**src/rtl/reg_scoreboard.sv**
```systemverilog
// Register scoreboard: per-register writeback countdowns gate issue on RAW/WAW hazards.
// Define SCOREBOARD_FWD_EN to let a result retiring next cycle forward instead of stall.
module reg_scoreboard #(
  parameter int NUM_REGS = 16,
  parameter int LAT_MAX  = 7,
  localparam int REG_W = (NUM_REGS > 1) ? $clog2(NUM_REGS) : 1,
  localparam int CNT_W = $clog2(LAT_MAX + 1)
) (
  input  logic                clk,
  input  logic                rst,
  input  logic                issue_valid_in,
  output logic                issue_ready_out,
  input  logic                has_src1_in,
  input  logic                has_src2_in,
  input  logic [REG_W-1:0]    src1_in,
  input  logic [REG_W-1:0]    src2_in,
  input  logic                wb_en_in,
  input  logic [REG_W-1:0]    dest_in,
  input  logic [CNT_W-1:0]    lat_in,
  input  logic                flush_in,
  output logic [CNT_W-1:0]    fwd_sel_src1_out,
  output logic [CNT_W-1:0]    fwd_sel_src2_out,
  output logic [NUM_REGS-1:0] busy_out,
  output logic [15:0]         stall_count_out
);

`ifdef SCOREBOARD_FWD_EN
  localparam logic [CNT_W-1:0] THR = CNT_W'(1);
`else
  localparam logic [CNT_W-1:0] THR = '0;
`endif
  localparam logic [CNT_W-1:0] LAT_CAP = CNT_W'(LAT_MAX);

  logic [NUM_REGS-1:0][CNT_W-1:0] cnt_q;
  logic [CNT_W-1:0] cnt_s1, cnt_s2, cnt_dst, lat_eff;
  logic             haz_s1, haz_s2, haz_waw;
  logic             issue, load_en;
  logic [15:0]      stall_q, stall_d;

  assign cnt_s1  = cnt_q[src1_in];
  assign cnt_s2  = cnt_q[src2_in];
  assign cnt_dst = cnt_q[dest_in];
  assign lat_eff = (lat_in > LAT_CAP) ? LAT_CAP : lat_in;

  assign haz_s1  = has_src1_in && (cnt_s1 > THR);
  assign haz_s2  = has_src2_in && (cnt_s2 > THR);
  // A younger write must not retire before an older in-flight write to the same register.
  assign haz_waw = wb_en_in && (cnt_dst > lat_eff);

  assign issue_ready_out = !(rst || haz_s1 || haz_s2 || haz_waw);
  assign issue           = issue_valid_in && issue_ready_out && !flush_in;
  assign load_en         = issue && wb_en_in && (lat_in != '0);

`ifdef SCOREBOARD_FWD_EN
  assign fwd_sel_src1_out = (has_src1_in && !haz_s1) ? cnt_s1 : '0;
  assign fwd_sel_src2_out = (has_src2_in && !haz_s2) ? cnt_s2 : '0;
`else
  assign fwd_sel_src1_out = '0;
  assign fwd_sel_src2_out = '0;
`endif

  for (genvar g = 0; g < NUM_REGS; g++) begin : g_reg
    logic             load;
    logic [CNT_W-1:0] cnt_d;

    assign load = load_en && (dest_in == REG_W'(g));

    always_comb begin
      cnt_d = cnt_q[g];
      if (load)
        cnt_d = lat_eff;
      else if (cnt_q[g] != '0)
        cnt_d = cnt_q[g] - CNT_W'(1);
    end

    always_ff @(posedge clk) begin
      if (rst) cnt_q[g] <= '0;
      else     cnt_q[g] <= cnt_d;
    end

    assign busy_out[g] = |cnt_q[g];
  end

  always_comb begin
    stall_d = stall_q;
    if (issue_valid_in && !issue_ready_out && !flush_in && stall_q != 16'hFFFF)
      stall_d = stall_q + 16'd1;
  end

  always_ff @(posedge clk) begin
    if (rst) stall_q <= '0;
    else     stall_q <= stall_d;
  end

  assign stall_count_out = stall_q;

endmodule

```
**config.mk**
```make
export PLATFORM = sky130hd
export DESIGN_NAME = reg_scoreboard
export DESIGN_NICKNAME = d
export VERILOG_FILES = /design/src/rtl/reg_scoreboard.sv
export SDC_FILE = /design/constraint.sdc
export NUM_CORES = 1
export LEC_CHECK = 0
export ABC_AREA = 1
export CAP_MARGIN = 10
export CORE_MARGIN = 2
export CORE_UTILIZATION = 52
export DETAILED_ROUTE_END_ITERATION = 7
export GPL_TIMING_DRIVEN = 0
export PLACE_DENSITY = 0.86
export SETUP_SLACK_MARGIN = 0.15
export SYNTH_ARGS = -nofsm -noshare
export SYNTH_HDL_FRONTEND = slang
export SYNTH_SLANG_ARGS = --single-unit
```
**constraint.sdc**
```tcl
create_clock -name clk -period 3.5 [get_ports clk]
set_input_delay 0.7 -clock clk [delete_from_list [all_inputs] [get_ports clk]]
set_output_delay 0.7 -clock clk [all_outputs]
set_load 0.01 [all_outputs]
```
==> impl_metrics.yaml, run 1 <==
critical_path:
  rrSetupSlack_ns: 0.57
  crit_type: "input port to output pin"
  slowest_delay_ns: 0.24
  endpoint_kind: "output pin"
  path_buf_inv: 5
  r2r_start: "cnt_q[17]$_SDFFE_PP0P_"
  cpMaxStageDelayCell: "sky130_fd_sc_hd__ha_1"
  critPathMaxFanout: 5
  cell_seen_most_often_among_critical_path_stages: "sky130_fd_sc_hd__nor2_1"
  r2r-end: "cnt_q[14]$_SDFFE_PP0P_"
  worstPathArrival_ns: 2.78
  critPathLaunchType: "input port"
  r2r.worst_path.cells: 17
  worst_setup_path_startpoint: "dest_in[0]"
  crit_family: "simple AND/OR/NAND/NOR gates"
  cp_cell_sequence: "buf_8 > nor2_4 > inv_4 > buf_8 > o22ai_4 > o21ai_2 > nand4_1 > ha_1 > nand2_1 > nor2_1 > a211oi_1 > nor2_1 > nor2_1 > nand2_1 > nor2_4 > buf_6 > buf_6"
  cp_data_required_time_ns: 2.80
timing:
  skew_ns: 0.00937
  grt_setup_unrepaired: "true"
  setup_total_negative_slack_ns: 0
  worstMarginPinSlew_ns: 0.750
  fin_crit_ns: 3.48
  slew_viol_final: 0
  fmax_mhz: 287
  final-setup-viol-count: 0
  maxSlewHeadroom: 0.500
  postLayoutSetupSlackWorst_ns: 0.0158
  finalCritPeriodShare: 0.995
  worst_hold_slack_ns: 0.486
  number_of_endpoints_with_negative_hold_slack_in_the_final_report: 0
worst_hold_path:
  timing.hold.worst.start: "stall_count_out[15]$_SDFFE_PP0P_"
  worst_hold_path_endpoint: "stall_count_out[15]$_SDFFE_PP0P_"
  hold_class: "flop to flop"
  hold_depth: 2
yosys:
  synth_xor_xnor_area_share: 0.0499
  synth.yosys.warnings: 0
  syn-mean-instance-area_um2: 6.32
  synth.ff_latch_count: 64
  synth_cell_type_count: 38
  muxShareOfSynthArea: 0.00190
  syn_area_um2: 5260
  number_of_enable_flip_flop_cells_after_synthesis: 0
  synth_async_sr_flop_share: 0
  synthFlopType: "sky130_fd_sc_hd__dfxtp_1"
  dominant_combinational_cell_family_by_area_after_synthesis: "simple AND/OR/NAND/NOR gates"
  synth_sequential_area_ratio: 0.244
  synth_simple_gate_area_frac: 0.393
  post_synth_fa_ha_maj_area_fraction: 0.0856
  synth_compound_gate_area_share: 0.112
  postSynthCellCount: 833
status:
  outcome: "complete, no violations"
clocking:
  num_cts_buffers: 9
  clock_latency_ns: 0.38
  cts-root-buf: "sky130_fd_sc_hd__clkbuf_8"
  numClockSinks: 64
  h_tree_level_count: 3
  cts.path.max_buffers: 2
  path_clk_slew_ns: 0.08
  cts_hold_buf: 0
  cts_tree: "done"
grt:
  overflow: 0
  globalRouteTotalUtil: 0.310
  grt_pass1_vias: 5602
  largest_net_degree_at_the_start_of_global_routing: 13
  antenna_found_initial: 0
  grt_pass1_wl_um: 27100
drt:
  firstDrtPassIters: 7
  totalWireLength_um: 16400
  drt_first_iter_violations: 692
  drt_drc_violations_left: 0
  vias_per_cell: 5.67
  wl_per_cell_um: 15.6
  drt.antenna.violating_nets: 0
  vias: 5951
die:
  die-width_um: 105
  core_um2: 9820
  initial_core_util: 0.536
  fp.dieArea_um2: 10900
  rows: 36
  die_span_y_um: 105
  design.portCount: 61
layout:
  areaGrowthSynthToFinish_pct: 23.5
  fin_cells: 1050
  final-seq-area_um2: 1280
  final.fill_count: 842
  final_core_occ: 0.662
  diodes_inserted: 0
  stdcell_area_um2: 6500
  layout_common_cells: "175 x sky130_fd_sc_hd__nand2_1, 129 x sky130_fd_sc_hd__nor2_1, 96 x sky130_fd_sc_hd__inv_1"
  layout.nets: 970
  drive_above_1_share: 0.116
  mostFrequentLayoutCell: "sky130_fd_sc_hd__nand2_1"
  multi_input_comb_area_um2: 3550
placement:
  placement.io_buffers: 49
  placed_area_um2: 5940
  gp_congestion: 0.996
  dp.cells: 1020
  post-dp-hpwl_um: 11500
  detailedPlace.worstSlack_ns: -1.69
power:
  total_switching_power_mw: 2.20
  pwr-share-clk: 0.147
  power.ir.vdd_worst_mv: 0.428
  sw_frac_of_total: 0.467
  total_power_mw: 4.72
  pwr_density_cell_nw_per_um2: 727
  p_seq_frac: 0.241
  intPower_mw: 2.52
  power_leakage_nw: 3.00
  share_comb_of_total_power: 0.612
job:
  max_cap_viol_count: 0
==> sequential cells by signal (all words and copies together), names as in the netlist <==
| name | count |
|---|---|
| cnt_q | 48 |
| stall_count_out | 16 |
==> what timing repair did <==
action,CTS,global route
gates resized for setup,84,12
setup endpoints to repair,65,8
pin swaps,18,9
buffers inserted,12,0
cloned,2,0
==> cells in the mapped netlist (3+ instances only) <==
| cell type | number | area (um2) |
|---|---|---|
| sky130_fd_sc_hd__buf_4 | 8 | 60.1 |
| sky130_fd_sc_hd__nor4_1 | 3 | 18.8 |
| sky130_fd_sc_hd__dfxtp_1 | 64 | 1280 |
| sky130_fd_sc_hd__buf_1 | 4 | 15.0 |
| sky130_fd_sc_hd__a21oi_1 | 31 | 155 |
| sky130_fd_sc_hd__o21ai_0 | 22 | 110 |
| sky130_fd_sc_hd__xnor2_1 | 3 | 26.3 |
| sky130_fd_sc_hd__clkbuf_1 | 18 | 67.6 |
| sky130_fd_sc_hd__nand4_1 | 25 | 156 |
| sky130_fd_sc_hd__o21ai_1 | 8 | 40.0 |
| sky130_fd_sc_hd__nand2_1 | 179 | 672 |
| sky130_fd_sc_hd__buf_6 | 4 | 45.0 |
| sky130_fd_sc_hd__inv_1 | 102 | 383 |
| sky130_fd_sc_hd__nand3_1 | 92 | 460 |
| sky130_fd_sc_hd__xor2_1 | 27 | 236 |
| sky130_fd_sc_hd__buf_2 | 3 | 15.0 |
| sky130_fd_sc_hd__nor2_1 | 133 | 499 |
| sky130_fd_sc_hd__nor3_1 | 7 | 35.0 |
| sky130_fd_sc_hd__nand4_2 | 10 | 125 |
| sky130_fd_sc_hd__ha_1 | 36 | 450 |
| sky130_fd_sc_hd__o21a_1 | 13 | 97.6 |
| sky130_fd_sc_hd__o22ai_1 | 20 | 125 |
==> kinds of logic (layout without fill, tap and decap cells) <==
kind of cell / after synthesis / count (layout)
adder cells (fa/ha/maj): 36 / 36
flip-flops: 64 / 64
buffers and inverters: 142 / 221
multiplexers: 1 / 1
other: 1 / 6
AND/OR/NAND/NOR: 458 / 458
XOR/XNOR: 30 / 30
AO/OA/AOI/OAI: 101 / 101
==> how the worst max path moves through the flow <==
stage / slack (ns) / depth (start not counted) / to
2_1_floorplan: 0.15 / 14 / issue_ready_out
3_3_place_gp: -1.69 / 17 / issue_ready_out
3_5_place_dp: -1.69 / 17 / issue_ready_out
4_1_cts: 0.02 / 17 / issue_ready_out
5_1_grt: -0.08 / 17 / issue_ready_out
6_report: 0.02 / 17 / issue_ready_out
==> worst reg2reg max path: cells and delay by family, from the launching register on <==
kind,cells,cell delay [ns]
buf+inv,3,0.52
flops,1,0.34
simple gates,9,0.90
compound gates,4,0.76
fa+ha+maj,1,0.30
==> cell type report <==
type                    count  area share
inverters                 105      0.0630
flip-flops and latches     64       0.197
clock inverters             6      0.0104
multi-input cells         632       0.546
clock buffers              10      0.0212
plain buffers              37      0.0433
repair buffers             63      0.0934
well taps                 133      0.0256
==> metal layers <==
metal | vias to the layer above | GRT usage | part of all wire
met5 | - | 0 | 0
met4 | 0 | 0.187 | 0.053
met3 | 90 | 0.0805 | 0.11
met2 | 345 | 0.499 | 0.45
met1 | 2648 | 0.370 | 0.39
li1 | 2868 | - | -
==> power by group through the flow <==
stage | clock [mW] | sequential, mW | combinational, mW
floorplan | 0 | 1.11 | 1.98
global route | 0.733 | 1.17 | 3.27
global placement | 0 | 1.14 | 2.64
CTS | 0.698 | 1.13 | 2.82
detailed placement | 0 | 1.14 | 2.71
finish | 0.695 | 1.14 | 2.89
Power figures use the tool's default switching activity.
==> inputs of run 2 (changes only) <==
Settings changed: CTS_CLUSTER_SIZE from default to 10.
==> results of run 2 <==
The final DEF is identical to that of run 1; final timing and power are the same.
